==> src/rtl/i2c_target_pkg.sv <==
// Shared types and constants for the I2C register target.
package i2c_target_pkg;

    // Protocol phase of the target
    typedef enum logic [2:0] {
        IDLE      = 3'd0,
        ADDR      = 3'd1,
        ADDR_ACK  = 3'd2,
        WRITE     = 3'd3,
        WR_ACK    = 3'd4,
        READ      = 3'd5,
        RD_ACK    = 3'd6,
        WAIT_STOP = 3'd7
    } i2c_state_t;

    // Level of SDA during the acknowledge bit
    localparam logic ACK  = 1'b0;
    localparam logic NACK = 1'b1;

    // True when the received address byte (addr[6:0], R/W) selects this device
    function automatic logic addr_match(input logic [7:0] addr_byte, input logic [6:0] dev_addr);
        return (addr_byte[7:1] == dev_addr);
    endfunction

endpackage

==> src/rtl/i2c_target_regs_pin_filter.sv <==
// Two-flop synchronizer, glitch filter and edge pulses for one bus pin.
// The filtered level only follows the pin after FILTER_LEN consecutive
// samples disagree with it; rise/fall pulse in the cycle the level changes.
module i2c_pin_filter #(
    parameter int FILTER_LEN = 4
) (
    input  logic clk,
    input  logic reset,
    input  logic pin,
    output logic level,
    output logic rise,
    output logic fall
);

    localparam int CW = (FILTER_LEN > 1) ? $clog2(FILTER_LEN + 1) : 1;

    logic          sync1_r;
    logic          sync2_r;
    logic          level_r;
    logic          rise_r;
    logic          fall_r;
    logic [CW-1:0] cnt_r;

    // Synchronize the raw pin into the clk domain (idle bus level is high)
    always_ff @(posedge clk) begin
        if (reset) begin
            sync1_r <= 1'b1;
            sync2_r <= 1'b1;
        end else begin
            sync1_r <= pin;
            sync2_r <= sync1_r;
        end
    end

    // Accept a level change only after it has been stable long enough
    always_ff @(posedge clk) begin
        if (reset) begin
            level_r <= 1'b1;
            cnt_r   <= '0;
            rise_r  <= 1'b0;
            fall_r  <= 1'b0;
        end else begin
            rise_r <= 1'b0;
            fall_r <= 1'b0;
            if (sync2_r == level_r) begin
                cnt_r <= '0;
            end else if (cnt_r == CW'(FILTER_LEN - 1)) begin
                level_r <= sync2_r;
                cnt_r   <= '0;
                rise_r  <= sync2_r;
                fall_r  <= ~sync2_r;
            end else begin
                cnt_r <= cnt_r + CW'(1);
            end
        end
    end

    assign level = level_r;
    assign rise  = rise_r;
    assign fall  = fall_r;

endmodule

==> src/rtl/i2c_target_regs.sv <==
// I2C target mapping bus transfers onto a byte-wide register port.
// First written byte sets the register pointer, following bytes are
// register writes; reads stream registers from the pointer onward.
module i2c_target_regs
    import i2c_target_pkg::*;
#(
    parameter logic [6:0] DEV_ADDR   = 7'h50,
    parameter int         NUM_REGS   = 16,
    parameter int         FILTER_LEN = 4
) (
    input  logic                        clk,
    input  logic                        reset,
    input  logic                        scl_in,
    input  logic                        sda_in,
    output logic                        scl_oe,
    output logic                        sda_oe,
    output logic                        reg_wr,
    output logic                        reg_rd,
    output logic [$clog2(NUM_REGS)-1:0] reg_addr,
    output logic [7:0]                  reg_wdata,
    input  logic [7:0]                  reg_rdata,
    output logic                        busy
);

    localparam int AW = $clog2(NUM_REGS);

    logic scl_f_s, scl_rise_s, scl_fall_s;
    logic sda_f_s, sda_rise_s, sda_fall_s;
    logic start_s, stop_s;

    i2c_state_t    state_r;
    logic [7:0]    shift_r;
    logic [3:0]    bit_cnt_r;
    logic          rw_r;
    logic          first_byte_r;
    logic [AW-1:0] ptr_r;
    logic          rd_d1_r;
    logic          sda_oe_r;
    logic          reg_wr_r;
    logic          reg_rd_r;
    logic [AW-1:0] reg_addr_r;
    logic [7:0]    reg_wdata_r;
    logic          busy_r;

    i2c_pin_filter #(.FILTER_LEN(FILTER_LEN)) u_scl_filter (
        .clk   (clk),
        .reset (reset),
        .pin   (scl_in),
        .level (scl_f_s),
        .rise  (scl_rise_s),
        .fall  (scl_fall_s)
    );

    i2c_pin_filter #(.FILTER_LEN(FILTER_LEN)) u_sda_filter (
        .clk   (clk),
        .reset (reset),
        .pin   (sda_in),
        .level (sda_f_s),
        .rise  (sda_rise_s),
        .fall  (sda_fall_s)
    );

    assign start_s = sda_fall_s & scl_f_s;
    assign stop_s  = sda_rise_s & scl_f_s;

    // Protocol state machine; START/STOP override any bit processing
    always_ff @(posedge clk) begin
        if (reset) begin
            state_r      <= IDLE;
            shift_r      <= 8'h00;
            bit_cnt_r    <= 4'd0;
            rw_r         <= 1'b0;
            first_byte_r <= 1'b0;
            ptr_r        <= '0;
            rd_d1_r      <= 1'b0;
            sda_oe_r     <= 1'b0;
            reg_wr_r     <= 1'b0;
            reg_rd_r     <= 1'b0;
            reg_addr_r   <= '0;
            reg_wdata_r  <= 8'h00;
            busy_r       <= 1'b0;
        end else begin
            reg_wr_r <= 1'b0;
            reg_rd_r <= 1'b0;
            rd_d1_r  <= reg_rd_r;
            if (start_s) begin
                // busy is kept across a repeated START until the address is re-decoded
                state_r   <= ADDR;
                bit_cnt_r <= 4'd0;
                sda_oe_r  <= 1'b0;
            end else if (stop_s) begin
                state_r   <= IDLE;
                bit_cnt_r <= 4'd0;
                sda_oe_r  <= 1'b0;
                busy_r    <= 1'b0;
            end else begin
                case (state_r)
                    IDLE: begin
                        sda_oe_r <= 1'b0;
                    end
                    ADDR: begin
                        if (scl_rise_s && (bit_cnt_r != 4'd8)) begin
                            shift_r   <= {shift_r[6:0], sda_f_s};
                            bit_cnt_r <= bit_cnt_r + 4'd1;
                        end else if (scl_fall_s && (bit_cnt_r == 4'd8)) begin
                            bit_cnt_r <= 4'd0;
                            if (addr_match(shift_r, DEV_ADDR)) begin
                                sda_oe_r <= 1'b1;
                                rw_r     <= shift_r[0];
                                busy_r   <= 1'b1;
                                state_r  <= ADDR_ACK;
                            end else begin
                                busy_r  <= 1'b0;
                                state_r <= IDLE;
                            end
                        end
                    end
                    ADDR_ACK: begin
                        if (scl_fall_s) begin
                            bit_cnt_r <= 4'd0;
                            if (rw_r) begin
                                // SDA stays as-is until the fetched byte drives bit 7
                                reg_rd_r   <= 1'b1;
                                reg_addr_r <= ptr_r;
                                state_r    <= READ;
                            end else begin
                                sda_oe_r     <= 1'b0;
                                first_byte_r <= 1'b1;
                                state_r      <= WRITE;
                            end
                        end
                    end
                    WRITE: begin
                        if (scl_rise_s && (bit_cnt_r != 4'd8)) begin
                            shift_r   <= {shift_r[6:0], sda_f_s};
                            bit_cnt_r <= bit_cnt_r + 4'd1;
                        end else if (scl_fall_s && (bit_cnt_r == 4'd8)) begin
                            bit_cnt_r <= 4'd0;
                            sda_oe_r  <= 1'b1;
                            state_r   <= WR_ACK;
                        end
                    end
                    WR_ACK: begin
                        if (scl_rise_s) begin
                            if (first_byte_r) begin
                                ptr_r        <= shift_r[AW-1:0];
                                first_byte_r <= 1'b0;
                            end else begin
                                reg_wr_r    <= 1'b1;
                                reg_addr_r  <= ptr_r;
                                reg_wdata_r <= shift_r;
                                ptr_r       <= ptr_r + AW'(1);
                            end
                        end else if (scl_fall_s) begin
                            sda_oe_r  <= 1'b0;
                            bit_cnt_r <= 4'd0;
                            state_r   <= WRITE;
                        end
                    end
                    READ: begin
                        if (rd_d1_r) begin
                            shift_r   <= reg_rdata;
                            sda_oe_r  <= ~reg_rdata[7];
                            bit_cnt_r <= 4'd0;
                        end else if (scl_fall_s) begin
                            if (bit_cnt_r == 4'd7) begin
                                sda_oe_r  <= 1'b0;
                                bit_cnt_r <= 4'd0;
                                state_r   <= RD_ACK;
                            end else begin
                                shift_r   <= {shift_r[6:0], 1'b0};
                                sda_oe_r  <= ~shift_r[6];
                                bit_cnt_r <= bit_cnt_r + 4'd1;
                            end
                        end
                    end
                    RD_ACK: begin
                        if (scl_rise_s) begin
                            if (sda_f_s == ACK) begin
                                ptr_r <= ptr_r + AW'(1);
                            end else begin
                                busy_r  <= 1'b0;
                                state_r <= WAIT_STOP;
                            end
                        end else if (scl_fall_s) begin
                            // only reachable after an ACK rise
                            reg_rd_r   <= 1'b1;
                            reg_addr_r <= ptr_r;
                            bit_cnt_r  <= 4'd0;
                            state_r    <= READ;
                        end
                    end
                    WAIT_STOP: begin
                        sda_oe_r <= 1'b0;
                    end
                    default: begin
                        sda_oe_r <= 1'b0;
                        busy_r   <= 1'b0;
                        state_r  <= IDLE;
                    end
                endcase
            end
        end
    end

    assign scl_oe    = 1'b0;
    assign sda_oe    = sda_oe_r;
    assign reg_wr    = reg_wr_r;
    assign reg_rd    = reg_rd_r;
    assign reg_addr  = reg_addr_r;
    assign reg_wdata = reg_wdata_r;
    assign busy      = busy_r;

endmodule
==> config.mk <==
export PLATFORM = sky130hd
export DESIGN_NAME = i2c_target_regs
export DESIGN_NICKNAME = d
export VERILOG_FILES = /design/src/rtl/i2c_target_pkg.sv /design/src/rtl/i2c_target_regs_pin_filter.sv /design/src/rtl/i2c_target_regs.sv
export SDC_FILE = /design/constraint.sdc
export NUM_CORES = 1
export LEC_CHECK = 0
export ABC_AREA = 1
export BUFFER_PORTS_ARGS = -buffer_cell sky130_fd_sc_hd__buf_2
export CAP_MARGIN = 20
export CELL_PAD_IN_SITES_DETAIL_PLACEMENT = 1
export CELL_PAD_IN_SITES_GLOBAL_PLACEMENT = 1
export CORE_MARGIN = 3
export CORE_UTILIZATION = 30
export CTS_CLUSTER_SIZE = 24
export DETAILED_ROUTE_END_ITERATION = 6
export PLACE_DENSITY = 0.58
export SYNTH_ARGS = -nofsm -noshare
export SYNTH_HDL_FRONTEND = slang
export SYNTH_SLANG_ARGS = --single-unit
==> constraint.sdc <==
create_clock -name clk -period 1.5 [get_ports clk]
set_input_delay 0.3 -clock clk [delete_from_list [all_inputs] [get_ports clk]]
set_output_delay 0.3 -clock clk [all_outputs]
set_load 0.005 [all_outputs]
==> results.json <==
{
  "status": "finished, violations left",
  "violations": "negative setup slack",
  "fmax_ghz": 0.649,
  "wl_per_cell_um": 14.6,
  "grt_use_total_pct": 16.2,
  "globalRouteOverflowTotal": 0,
  "vias": 2627,
  "area_growth_pct": 40.6,
  "postSynthCellCount": 355,
  "arrival_ns": 1.75,
  "nFillCells": 1032,
  "slew_viol_final": 0,
  "powerDensity_mw_per_mm2": 1130,
  "synth_edf_count": 0,
  "initial_utilization_pct": 31.4,
  "diodes": 0,
  "hpwl_um": 5800,
  "gp_congestion": 0.848,
  "hp-class": "in -> reg",
  "cts.sinks": 54,
  "met1_usage_pct": 21.2,
  "grt_pass1_vias": 2653,
  "use_met3_pct": 2.38,
  "period_minus_slack_ns": 1.54,
  "busiest_layer": "met2",
  "drcViolationCount": 0,
  "cp-start-kind": "flip-flop",
  "dieWidth_um": 99.5,
  "crit_type": "reg -> reg",
  "crit_family": "compound AO/OA/AOI/OAI gates",
  "die_h_um": 99.5,
  "synth_top_cell_area_share_pct": 41.2,
  "hold_start": "sda_in",
  "synth_warnings": 0,
  "die-area_mm2": 0.00990,
  "hold_viol_final": 0,
  "period_share_pct": 103,
  "peakVddDrop_mv": 0.473,
  "total_power_w": 0.00416,
  "hold_ws_ns": 0.175,
  "async_flop_share_pct": 0,
  "grt_max_degree": 18,
  "crit_slowest_cell": "dfxtp_2",
  "yosysTopAreaCell": "dfxtp_1",
  "grt_pass1_wl_um": 12900,
  "drt-total-wl_um": 7900,
  "ys_seq_area_share_pct": 41.2,
  "clockBufferDepth": 2,
  "critical_path_peak_fanout": 7,
  "synthesis.area_mm2": 0.00262,
  "rsz0062_at_grt": "true",
  "vias_per_cell": 4.85,
  "p_leak_nw": 1.57,
  "firstDrtPassIters": 5,
  "fin_skew_ns": 0.0117,
  "crit_buf_inv": 3,
  "cts_tree": "yes",
  "io_pins": 29,
  "cts_root_buffer": "clkbuf_8",
  "reg2reg_from": "bit_cnt_r[0]",
  "ys_top_cells_by_area": "dfxtp_1, nand2_1, a21oi_1, o21ai_0, inv_1",
  "use_met2_pct": 28.2,
  "antenna_found_initial": 0,
  "regToRegSetupSlack_ns": -0.04,
  "rr_endpoint": "shift_r[1]",
  "htree_levels": 2,
  "setup_viol": 8,
  "rows": 33,
  "ys_ff_latch": 54,
  "portBuffers": 27,
  "synth_fp_nets": 374,
  "synthDistinctLibCells": 36,
  "avgSynthCellArea_um2": 7.39,
  "cts_buffers": 5,
  "drt_iter0_markers": 52,
  "setup_tns_ns": -0.163,
  "ant_nets": 0,
  "mostFrequentLayoutCells": "nand2_1, dfxtp_1, buf_4",
  "maxCapViolations": 0,
  "clk_latency_ns": 0.31,
  "min_to": "u_sda_filter.sync1_r",
  "crit_chain": "buf_6 -> ha_4 -> nand2_2 -> inv_2 -> nand2_2 -> nand2_2 -> a21oi_4 -> buf_6 -> nand2_4 -> o21ai_2 -> a21oi_1",
  "cp-end-kind": "flip-flop",
  "cp_common_cell": "nand2_2",
  "final_nets": 455,
  "worstPathRequired_ns": 1.71,
  "worst_slack_ns": -0.0398,
  "clk_pin_slew_ns": 0.11,
  "layout_commonest_cell": "nand2_1",
  "worstHoldPathCells": 2,
  "critPathMaxStageDelay_ns": 0.34,
  "core_region_area_mm2": 0.00834,
  "yosys_most_used_dff": "dfxtp_1",
  "reg2regPathDepth": 11,
  "critPathLaunch": "bit_cnt_r[0]",
  "drive_gt1_share_pct": 43.0
}
final cells by class:
cell class / count / area (µm²) / area share [%]
repair inverters: 1 / 5.00 / 0.136
multi-input cells: 252 / 1610 / 43.6
inverters: 41 / 176 / 4.79
clock buffers: 6 / 82.6 / 2.24
well taps: 105 / 131 / 3.56
flip-flops and latches: 54 / 1090 / 29.6
repair buffers: 81 / 576 / 15.6
clock inverters: 2 / 17.5 / 0.475
kinds of logic (layout without fill, tap and decap cells):
logic type | after synthesis | in the layout | share of synthesized area (%)
AND/OR/NAND/NOR | 145 | 146 | 26.0
other | 1 | 1 | 0.143
XOR/XNOR | 2 | 2 | 0.668
AO/OA/AOI/OAI | 96 | 96 | 20.5
buffers and inverters | 50 | 131 | 8.16
adder cells (fa/ha/maj) | 7 | 7 | 3.34
flip-flops | 54 | 54 | 41.2
synth_stat cells (3+ instances only):
library cell   n
dfxtp_1       54
nand2_2        7
nor2_1        34
a21oi_1       39
nand3_1       16
o21ai_0       30
nand2_1       62
o211ai_1       6
nor2_2         5
clkbuf_1       4
nor2_4         5
inv_2          6
o21ai_1        7
o21a_1         3
o21ai_2        3
or2_2          4
inv_1         34
a21oi_2        5
ha_1           7
through the flow:
| step | worst slack (ns) | instance area [µm²] | util (%) | std cells |
|---|---|---|---|---|
| 6_report | -0.0398 | 3690 | 44.2 | 542 |
| 2_1_floorplan | 0.0403 | 2620 | - | 355 |
| 5_1_grt | -0.138 | 3690 | 44.2 | 542 |
| 4_1_cts | -0.0445 | 3430 | 41.2 | 533 |
| 3_3_place_gp | -0.153 | 3160 | 37.9 | 520 |
| 3_5_place_dp | -0.174 | 3160 | 37.9 | 520 |
layer usage:
metal / wire, µm / vias up
li1: - / 1333
met2: 3830 / 34
met4: 125 / 0
met3: 187 / 10
met1: 3750 / 1250
met5: 0 / -
worst max path at each step:
stage,end,slack [ns],depth (start not counted)
6_report,shift_r[1],-0.04,11
5_1_grt,sda_oe,-0.14,11
4_1_cts,shift_r[7],-0.04,10
3_5_place_dp,shift_r[6],-0.17,10
3_3_place_gp,bit_cnt_r[3],-0.15,9
2_1_floorplan,shift_r[7],0.04,8
where the power goes:
part           leakage, nW  internal [W]  total (W)  switching [W]
registers            0.440       0.00156    0.00168       0.000115
clock network       0.0514      0.000382   0.000904       0.000522
logic                 1.08      0.000634    0.00158       0.000948
registers in the layout, summed over array words and instances (netlist names), 3 cells and up:
name / cells
state_r: 3
reg_wdata: 8
bit_cnt_r: 4
reg_addr: 4
u_scl_filter.cnt_r: 3
shift_r: 8
u_sda_filter.cnt_r: 3
ptr_r: 4
timing repair:
item | in CTS | in global routing
gates resized for setup | 42 | 62
endpoints found under the setup margin | 32 | 34
buffers inserted | 4 | 8
pin swaps | 16 | 17
gates cloned | 1 | 1
hold buffers | 0 | 0
Power figures use the tool's default switching activity.
